$ cat src/rtl/register_pipe.sv
// Elastic WIDTH-bit, DEPTH-stage register pipeline with valid/ready handshaking,
// bubble collapsing, synchronous flush and a registered occupancy count.
module register_pipe #(
  parameter int               WIDTH       = 16,
  parameter int               DEPTH       = 4,
  parameter logic [WIDTH-1:0] RESET_VALUE = '0,
  localparam int              CW          = $clog2(DEPTH + 1)
) (
  input  logic             clk,
  input  logic             rst_n,
  input  logic             flush,
  input  logic             in_valid,
  output logic             in_ready,
  input  logic [WIDTH-1:0] in_data,
  output logic             out_valid,
  input  logic             out_ready,
  output logic [WIDTH-1:0] out_data,
  output logic [CW-1:0]    count
);

  // Handshake: a word moves across a boundary on a clock edge exactly when the
  // sender's valid and the receiver's ready are both high in that cycle; valid
  // never depends on ready, and ready may depend combinationally on downstream ready.

  logic [DEPTH-1:0] r_v;
  logic [WIDTH-1:0] r_d [DEPTH];
  logic [CW-1:0]    r_count;

  logic [DEPTH-1:0] w_rdy;
  logic             w_tail_full;
  logic             w_in_fire;
  logic             w_out_fire;

  // Stage i can accept unless it and every stage after it are occupied and the
  // consumer is stalled; evaluated as a suffix-AND to keep the chain acyclic.
  always_comb begin
    w_rdy       = '0;
    w_tail_full = 1'b1;
    for (int i = DEPTH - 1; i >= 0; i--) begin
      w_tail_full = w_tail_full & r_v[i];
      w_rdy[i]    = out_ready | !w_tail_full;
    end
  end

  assign in_ready   = w_rdy[0] & !flush;
  assign out_valid  = r_v[DEPTH-1] & !flush;
  assign out_data   = r_d[DEPTH-1];
  assign count      = r_count;
  assign w_in_fire  = in_valid & in_ready;
  assign w_out_fire = out_valid & out_ready;

  always_ff @(posedge clk) begin
    if (!rst_n) begin
      r_v     <= '0;
      r_count <= '0;
      for (int i = 0; i < DEPTH; i++) begin
        r_d[i] <= RESET_VALUE;
      end
    end else if (flush) begin
      r_v     <= '0;
      r_count <= '0;
    end else begin
      if (w_rdy[0]) begin
        r_v[0] <= in_valid;
        if (in_valid) begin
          r_d[0] <= in_data;
        end
      end
      for (int i = 1; i < DEPTH; i++) begin
        if (w_rdy[i]) begin
          r_v[i] <= r_v[i-1];
          if (r_v[i-1]) begin
            r_d[i] <= r_d[i-1];
          end
        end
      end
      r_count <= r_count + CW'(w_in_fire) - CW'(w_out_fire);
    end
  end

endmodule
$ cat config.mk
export PLATFORM = sky130hd
export DESIGN_NAME = register_pipe
export DESIGN_NICKNAME = d
export VERILOG_FILES = /design/src/rtl/register_pipe.sv
export SDC_FILE = /design/constraint.sdc
export NUM_CORES = 1
export LEC_CHECK = 0
export BUFFER_PORTS_ARGS = -buffer_cell sky130_fd_sc_hd__buf_2
export CAP_MARGIN = 20
export CORE_MARGIN = 2
export CORE_UTILIZATION = 50
export DETAILED_ROUTE_END_ITERATION = 10
export HOLD_SLACK_MARGIN = 0.05
export PLACE_DENSITY = 0.77
export RECOVER_POWER = 25
export SLEW_MARGIN = 20
export SYNTH_ARGS = -nofsm -noshare
export SYNTH_HDL_FRONTEND = slang
export SYNTH_SLANG_ARGS = --single-unit
$ cat constraint.sdc
create_clock -name clk -period 2.7 [get_ports clk]
set_input_delay 0 -clock clk [delete_from_list [all_inputs] [get_ports clk]]
set_output_delay 0 -clock clk [all_outputs]
set_load 0.1 [all_outputs]
==> results of run 1 <==
per-stage QoR:
step	util, %	std cells	hold WS [ps]	area (sq um)
2_1_floorplan	-	259	102	3420
3_3_place_gp	52.6	349	292	3510
3_5_place_dp	52.7	349	294	3520
4_1_cts	58.3	384	306	3900
5_1_grt	57.5	384	345	3840
6_report	57.5	384	336	3840
cell usage in the layout (no fill, tap or decap), drive strengths merged:
cell,instances
a211oi,16
a21o,1
a21oi,2
a221oi,1
and2,2
and3b,1
and4b,1
buf,30
bufinv,1
clkbuf,30
clkinv,5
clkinvlp,1
dfxtp,7
dlygate4sd3,19
edfxtp,64
fa,1
ha,2
inv,5
nand2,48
nand2b,4
nand3b,1
nand4b,1
nor2,3
nor2b,3
nor3,32
nor4b,16
o21ai,2
o21ba,2
o31ai,2
xnor3,1
cell type report:
type | instances | area, sq um | area share (%)
Tap cell | 80 | 100 | 2.61
Timing Repair Buffer | 70 | 442 | 11.5
Inverter | 5 | 18.8 | 0.489
Clock inverter | 7 | 63.8 | 1.66
Multi-Input combinational cell | 142 | 1030 | 26.8
Sequential cell | 71 | 2060 | 53.7
Clock buffer | 9 | 124 | 3.23
what timing repair did:
item	CTS	global route
hold endpoints to repair	18	0
buffers inserted	0	0
hold buffers	19	0
sequential cells by signal (all words and copies together), names as in the netlist:
register	flops
r_d	64
r_v	4
count	3
worst max path at each step:
| stage | cells past startpoint | slack (ps) | to |
|---|---|---|---|
| after floorplan | 3 | 270 | r_d[0][0] |
| after global placement | 9 | 570 | count[2] |
| after detailed placement | 9 | 500 | count[2] |
| after CTS | 9 | 500 | count[2] |
| after global routing | 5 | 350 | r_v[0] |
| final | 9 | 520 | count[2] |
metal layers:
layer	vias up	track usage [%]
met5	-	0
met4	0	5.97
met3	6	5.52
met2	61	24.2
met1	881	16.1
li1	1002	-
kinds of logic after synthesis:
kind of cell | count (synthesis)
adder cells (fa/ha/maj) | 3
XOR/XNOR | 1
buffers and inverters | 46
AO/OA/AOI/OAI | 26
AND/OR/NAND/NOR | 112
flip-flops | 71
power breakdown:
group / internal [mW] / switching (mW)
combinational: 0.0612 / 0.162
sequential: 1.25 / 0.0131
clock: 0.418 / 0.365
critical path: stages, from the launching register on:
cell	delay (ps)
dfxtp_1	350
and4b_2	280
a21o_1	190
ha_1	270
inv_1	50
ha_1	120
inv_1	50
fa_1	350
xnor3_1	360
nor2_1	40
==> run_results.csv, run 1 <==
group,metric,value,unit
run_status,status,"finished, violations left",
run_status,violations,"max-capacitance violations, max-slew violations",
global_route,grt_max_degree,41,
routing,drt-pass1-iter-count,4,
synthesis,synth_top_area_share,56.3,%
synthesis,ys_seq_area_share,60.4,%
critical_path,worstReg2RegStart,"r_v[2]",
cts,cts_buffers,9,
routing,drt_iter0_markers,95,
routing,wire_per_inst,12.5,um
power,total_power,2.27,mW
global_route,track_usage,14.3,%
flow_run,drv_cap,1,
routing,dr_wl_met2,2360,um
synthesis,synth_top_cell_by_area,"edfxtp_1",
sta,setup_ws,516,ps
finish,diodes,0,
synthesis,synth_mux_area_share,0,%
sta,fin_tns_setup,0,ps
global_route,grt_pass1_vias,1850,
floorplanning,dieArea,7500,sq um
sta,skew,5.12,ps
floorplanning,start_util,51.1,%
routing,route.top_layer_used,"met4",
floorplanning,fp.dieH,86.6,um
critical_path,critPathKind,"reg -> reg",
critical_path,critical_path_required,2920,ps
cts,ctsResizeCount,0,
synthesis,synth.distinct_cells,33,
floorplanning,pin_count,42,
synthesis,syn-mean-instance-area,13.2,sq um
cts,clockBufferDepth,2,
critical_path,rr_worst_depth,9,
worst_hold_path,hp-class,"in -> reg",
sta,fin_crit_sh,80.9,%
placement,dp_slack,505,ps
routing,drc,0,
routing,drt-met1-wl,2090,um
synthesis,synth-xor-area-share,0.660,%
routing,drtAntennaViolNets,0,
critical_path,arrival,2400,ps
cts,clk_pin_slew,70,ps
synthesis,synth_compound_area_share,7.22,%
sta,slew_headroom,-7.75,%
synthesis,synthSimpleGateAreaFrac,21.1,%
placement,place_hpwl,3100,um
finish,final_nets,323,
synthesis,synth_area_leaders,"edfxtp_1, nor3_2, nand2_1",
placement,io_buffers,41,
global_route,antenna_found_initial,0,
synthesis,ys_top_cells_by_count,"edfxtp_1, nand2_1, nor3_2",
sta,rsz0062_at_grt,"false",
sta,fmax,0.458,GHz
critical_path,r2r-end,"count[2]",
sta,hold_viol,0,
synthesis,syn_area,3410,sq um
worst_hold_path,worstHoldStart,"flush",
cts,clock_sinks,71,
synthesis,ys_ff_latch,71,
worst_hold_path,holdPathEnd,"r_d[0][55]",
synthesis,synthAdderAreaFrac,1.32,%
synthesis,synth-warning-count,0,
finish,fillers,561,
synthesis,synthArstFlopShare,0,%
critical_path,cp-startpoint,"r_v[2]",
routing,vias,1950,
synthesis,synth-edff-count,64,
power,p_leak,1.29,nW
finish,syn2layout_area_growth,12.5,%
sta,fin_crit,2180,ps
synthesis,synth_most_common_cell,"edfxtp_1",
cts,root_buffer,"clkbuf_8",
synthesis,synth_top_family_by_area,"simple AND/OR/NAND/NOR gates",
global_route,grt_pass1_wl,8150,um
cts,clkLatencyLatePin,340,ps
critical_path,critical_path.max_fanout,5,
floorplanning,core_area,6680,sq um
routing,route.met3.wl,290,um
floorplanning,num_rows,30,
placement,gp_congestion,0.752,
synthesis,syn_nets,283,
sta,maxSlewViolCount,41,
worst_hold_path,hold_path_depth,3,
floorplanning,fp.dieW,86.6,um
routing,via_per_inst,5.08,
power,p_per_area,591,nW/um^2
sta,setup_violations,0,
critical_path,r2r_setup_slack,520,ps
global_route,gr-total-overflow,0,
cts,h-tree-depth,3,
routing,wirelength,4820,um
synthesis,netlist_instances,259,
critical_path,endpoint_kind,"flop",
finish,final_layout_size_suffix_gt1_share,28.0,%
cts,cts_tree,"built",
critical_path,start_kind,"flop",
power,vdd_drop_max,0.000373,V
sta,tightest_slew,1620,ps
synthesis,synthFlopType,"edfxtp_1",
No activity file was read; power rests on OpenSTA's default activity.
==> run 2, diff against run 1 <==
ABC_AREA = 1   (was default)
PLACE_DENSITY = 0.78   (was 0.77)
clock period = 2.15 ns   (was 2.7 ns; I/O delays follow)
==> run 2 against run 1 <==
  * Die area fell by 8.5%
  * The run now ends clean
  * Clock power is 2% higher
  * Critical path type unchanged
  * Clock-buffer cell count up 2
  * First-iteration DRC count decreased by 48%
==> run_results.csv, run 2 <==
group,metric,value,unit
routing,drc,0,
power,p_leak,1.51,nW
finish,final_nets,348,
sta,fin_crit,1960,ps
routing,via_per_inst,3.88,
finish,regMostFlops,"r_d",
power,p_per_area,740,nW/um^2
critical_path,r2r-end,"count[2]",
synthesis,synth_top_area_share,61.9,%
cts,clock_sinks,71,
finish,final_util,59.3,%
cts,clk_pin_slew,70,ps
synthesis,syn_area,3110,sq um
synthesis,synth.distinct_cells,19,
finish,syn2layout_area_growth,13.8,%
synthesis,synth_area_leaders,"edfxtp_1, inv_1, nor2_1",
synthesis,syn_nets,297,
critical_path,r2r_setup_slack,190,ps
global_route,grt_pass1_vias,1368,
finish,final_layout_size_suffix_gt1_share,18.0,%
routing,drtAntennaViolNets,0,
floorplanning,num_rows,28,
worst_hold_path,hp-class,"in -> reg",
routing,drt-pass1-iter-count,4,
cts,cts_hold_buf,19,
cts,clkLatencyLatePin,330,ps
synthesis,ys_ff_latch,71,
global_route,grt_max_degree,17,
critical_path,start_kind,"flop",
synthesis,synth_top_cell_by_area,"edfxtp_1",
global_route,grt_pass1_wl,5490,um
cts,h-tree-depth,3,
sta,tightest_slew,1170,ps
critical_path,worstReg2RegStart,"r_v[2]",
synthesis,synthFlopType,"edfxtp_1",
placement,placed_cells,369,
critical_path,endpoint_kind,"flop",
placement,gp_congestion,0.740,
synthesis,netlist_instances,273,
floorplanning,pin_count,42,
sta,hold_viol,0,
floorplanning,start_util,52.2,%
cts,post_cts_buffers,0,
finish,final_common_cell,"inv_1",
critical_path,worst_path_largest_cell_delay,390,ps
cts,cts_buffers,9,
critical_path,crit_family,"adder cells",
sta,rsz0062_at_grt,"false",
global_route,track_usage,10.2,%
routing,wire_per_inst,8.00,um
sta,fin_crit_sh,91.2,%
worst_hold_path,hold_path_depth,4,
global_route,gr-total-overflow,0,
finish,final_cell_mix,"inv_1, edfxtp_1, nor2_1, clkbuf_1, buf_2",
cts,cts_tree,"built",
critical_path,critical_path_required,2410,ps
critical_path,rr_worst_depth,12,
placement,place_hpwl,2260,um
worst_hold_path,holdPathEnd,"count[0]",
floorplanning,core_area,5960,sq um
critical_path,path_cells,"nand2_2 > nor2_8 > nand3_4 > nand2_1 > ha_1 > inv_1 > ha_1 > inv_1 > fa_1 > inv_1 > nand2_1 > a21oi_1",
floorplanning,fp.dieW,82.8,um
synthesis,synth_most_common_cell,"inv_1",
cts,clockBufferDepth,2,
synthesis,ys_top_cells_by_count,"inv_1, edfxtp_1, nor2_1",
cts,ctsResizeCount,0,
placement,dp_slack,126,ps
power,total_power,2.62,mW
floorplanning,dieArea,6860,sq um
critical_path,critical_path.max_fanout,5,
synthesis,synth-edff-count,64,
global_route,antenna_found_initial,0,
flow_run,drv_cap,0,
sta,setup_ws,189,ps
synthesis,ys_seq_area_share,66.4,%
sta,skew,6.51,ps
worst_hold_path,worstHoldStart,"flush",
floorplanning,fp.dieH,82.8,um
run_status,status,"finished clean",
routing,drt_iter0_markers,49,
synthesis,synthArstFlopShare,0,%
sta,slew_headroom,22.1,%
sta,fin_tns_setup,0,ps
sta,fmax,0.510,GHz
placement,io_buffers,41,
critical_path,worst_path_max_delay_cell,"fa_1",
critical_path,cp.buffers_inverters,3,
routing,wirelength,3220,um
finish,diodes,0,
routing,vias,1559,
sta,maxSlewViolCount,0,
synthesis,syn-mean-instance-area,11.4,sq um
cts,root_buffer,"clkbuf_8",
finish,largest_reg_flops,64,
critical_path,path_common_cell,"inv_1",
finish,stdcell_count,402,
power,vdd_drop_max,0.000402,V
critical_path,arrival,2230,ps
sta,setup_violations,0,
critical_path,critPathKind,"reg -> reg",
synthesis,synth-warning-count,0,
## run 2: cells by family after synthesis
kind of cell,Yosys count,synth area share [%]
adder cells (fa/ha/maj),3,1.45
AO/OA/AOI/OAI,5,0.846
flip-flops,71,66.4
buffers and inverters,98,14.7
AND/OR/NAND/NOR,96,16.6
## run 2: how the worst max path moves through the flow
stage / start / cells after the start / slack [ps] / endpoint
3_5_place_dp: r_v[2] / 12 / 130 / count[2]
2_1_floorplan: r_v[1] / 1 / 90 / in_ready
6_report: r_v[2] / 12 / 190 / count[2]
4_1_cts: r_v[2] / 12 / 120 / count[2]
5_1_grt: r_v[2] / 12 / 70 / count[2]
3_3_place_gp: r_v[2] / 12 / 220 / count[2]
## run 2: cell type report
| class | instances | area, sq um |
|---|---|---|
| repair buffers | 60 | 370 |
| inverters | 78 | 293 |
| clock buffers | 11 | 131 |
| clock inverters | 3 | 12.5 |
| flip-flops and latches | 71 | 2060 |
| fillers | 503 | 2420 |
| well taps | 75 | 93.8 |
| multi-input cells | 104 | 572 |
## run 2: report_power, final
| part | total, mW | switching [mW] | internal [mW] |
|---|---|---|---|
| logic | 0.236 | 0.177 | 0.0589 |
| registers | 1.58 | 0.0162 | 1.57 |
| clock network | 0.799 | 0.403 | 0.396 |
| total | 2.62 | 0.596 | 2.02 |
## run 2: metrics by stage
step	hold WS [ps]	cell area (sq um)
final	203	3530
after global routing	212	3530
after CTS	187	3570
after detailed placement	273	3240
after global placement	272	3240
after floorplan	155	3110
## run 2: layer usage
metal	share of wire [%]	vias to the layer above	global-route usage [%]
li1	-	907	-
met1	45	599	11.2
met2	45	44	15.8
met3	6.3	9	3.48
met4	3.5	0	8.94
met5	0	-	0
## run 2: worst register-to-register path: cells and delay by family (launching register included)
kind,cells,cell delay [ps]
and+or+nand+nor,5,500
adders and majority gates,3,730
DFF,1,380
AOI/OAI and AO/OA,1,110
buffers and inverters,3,160
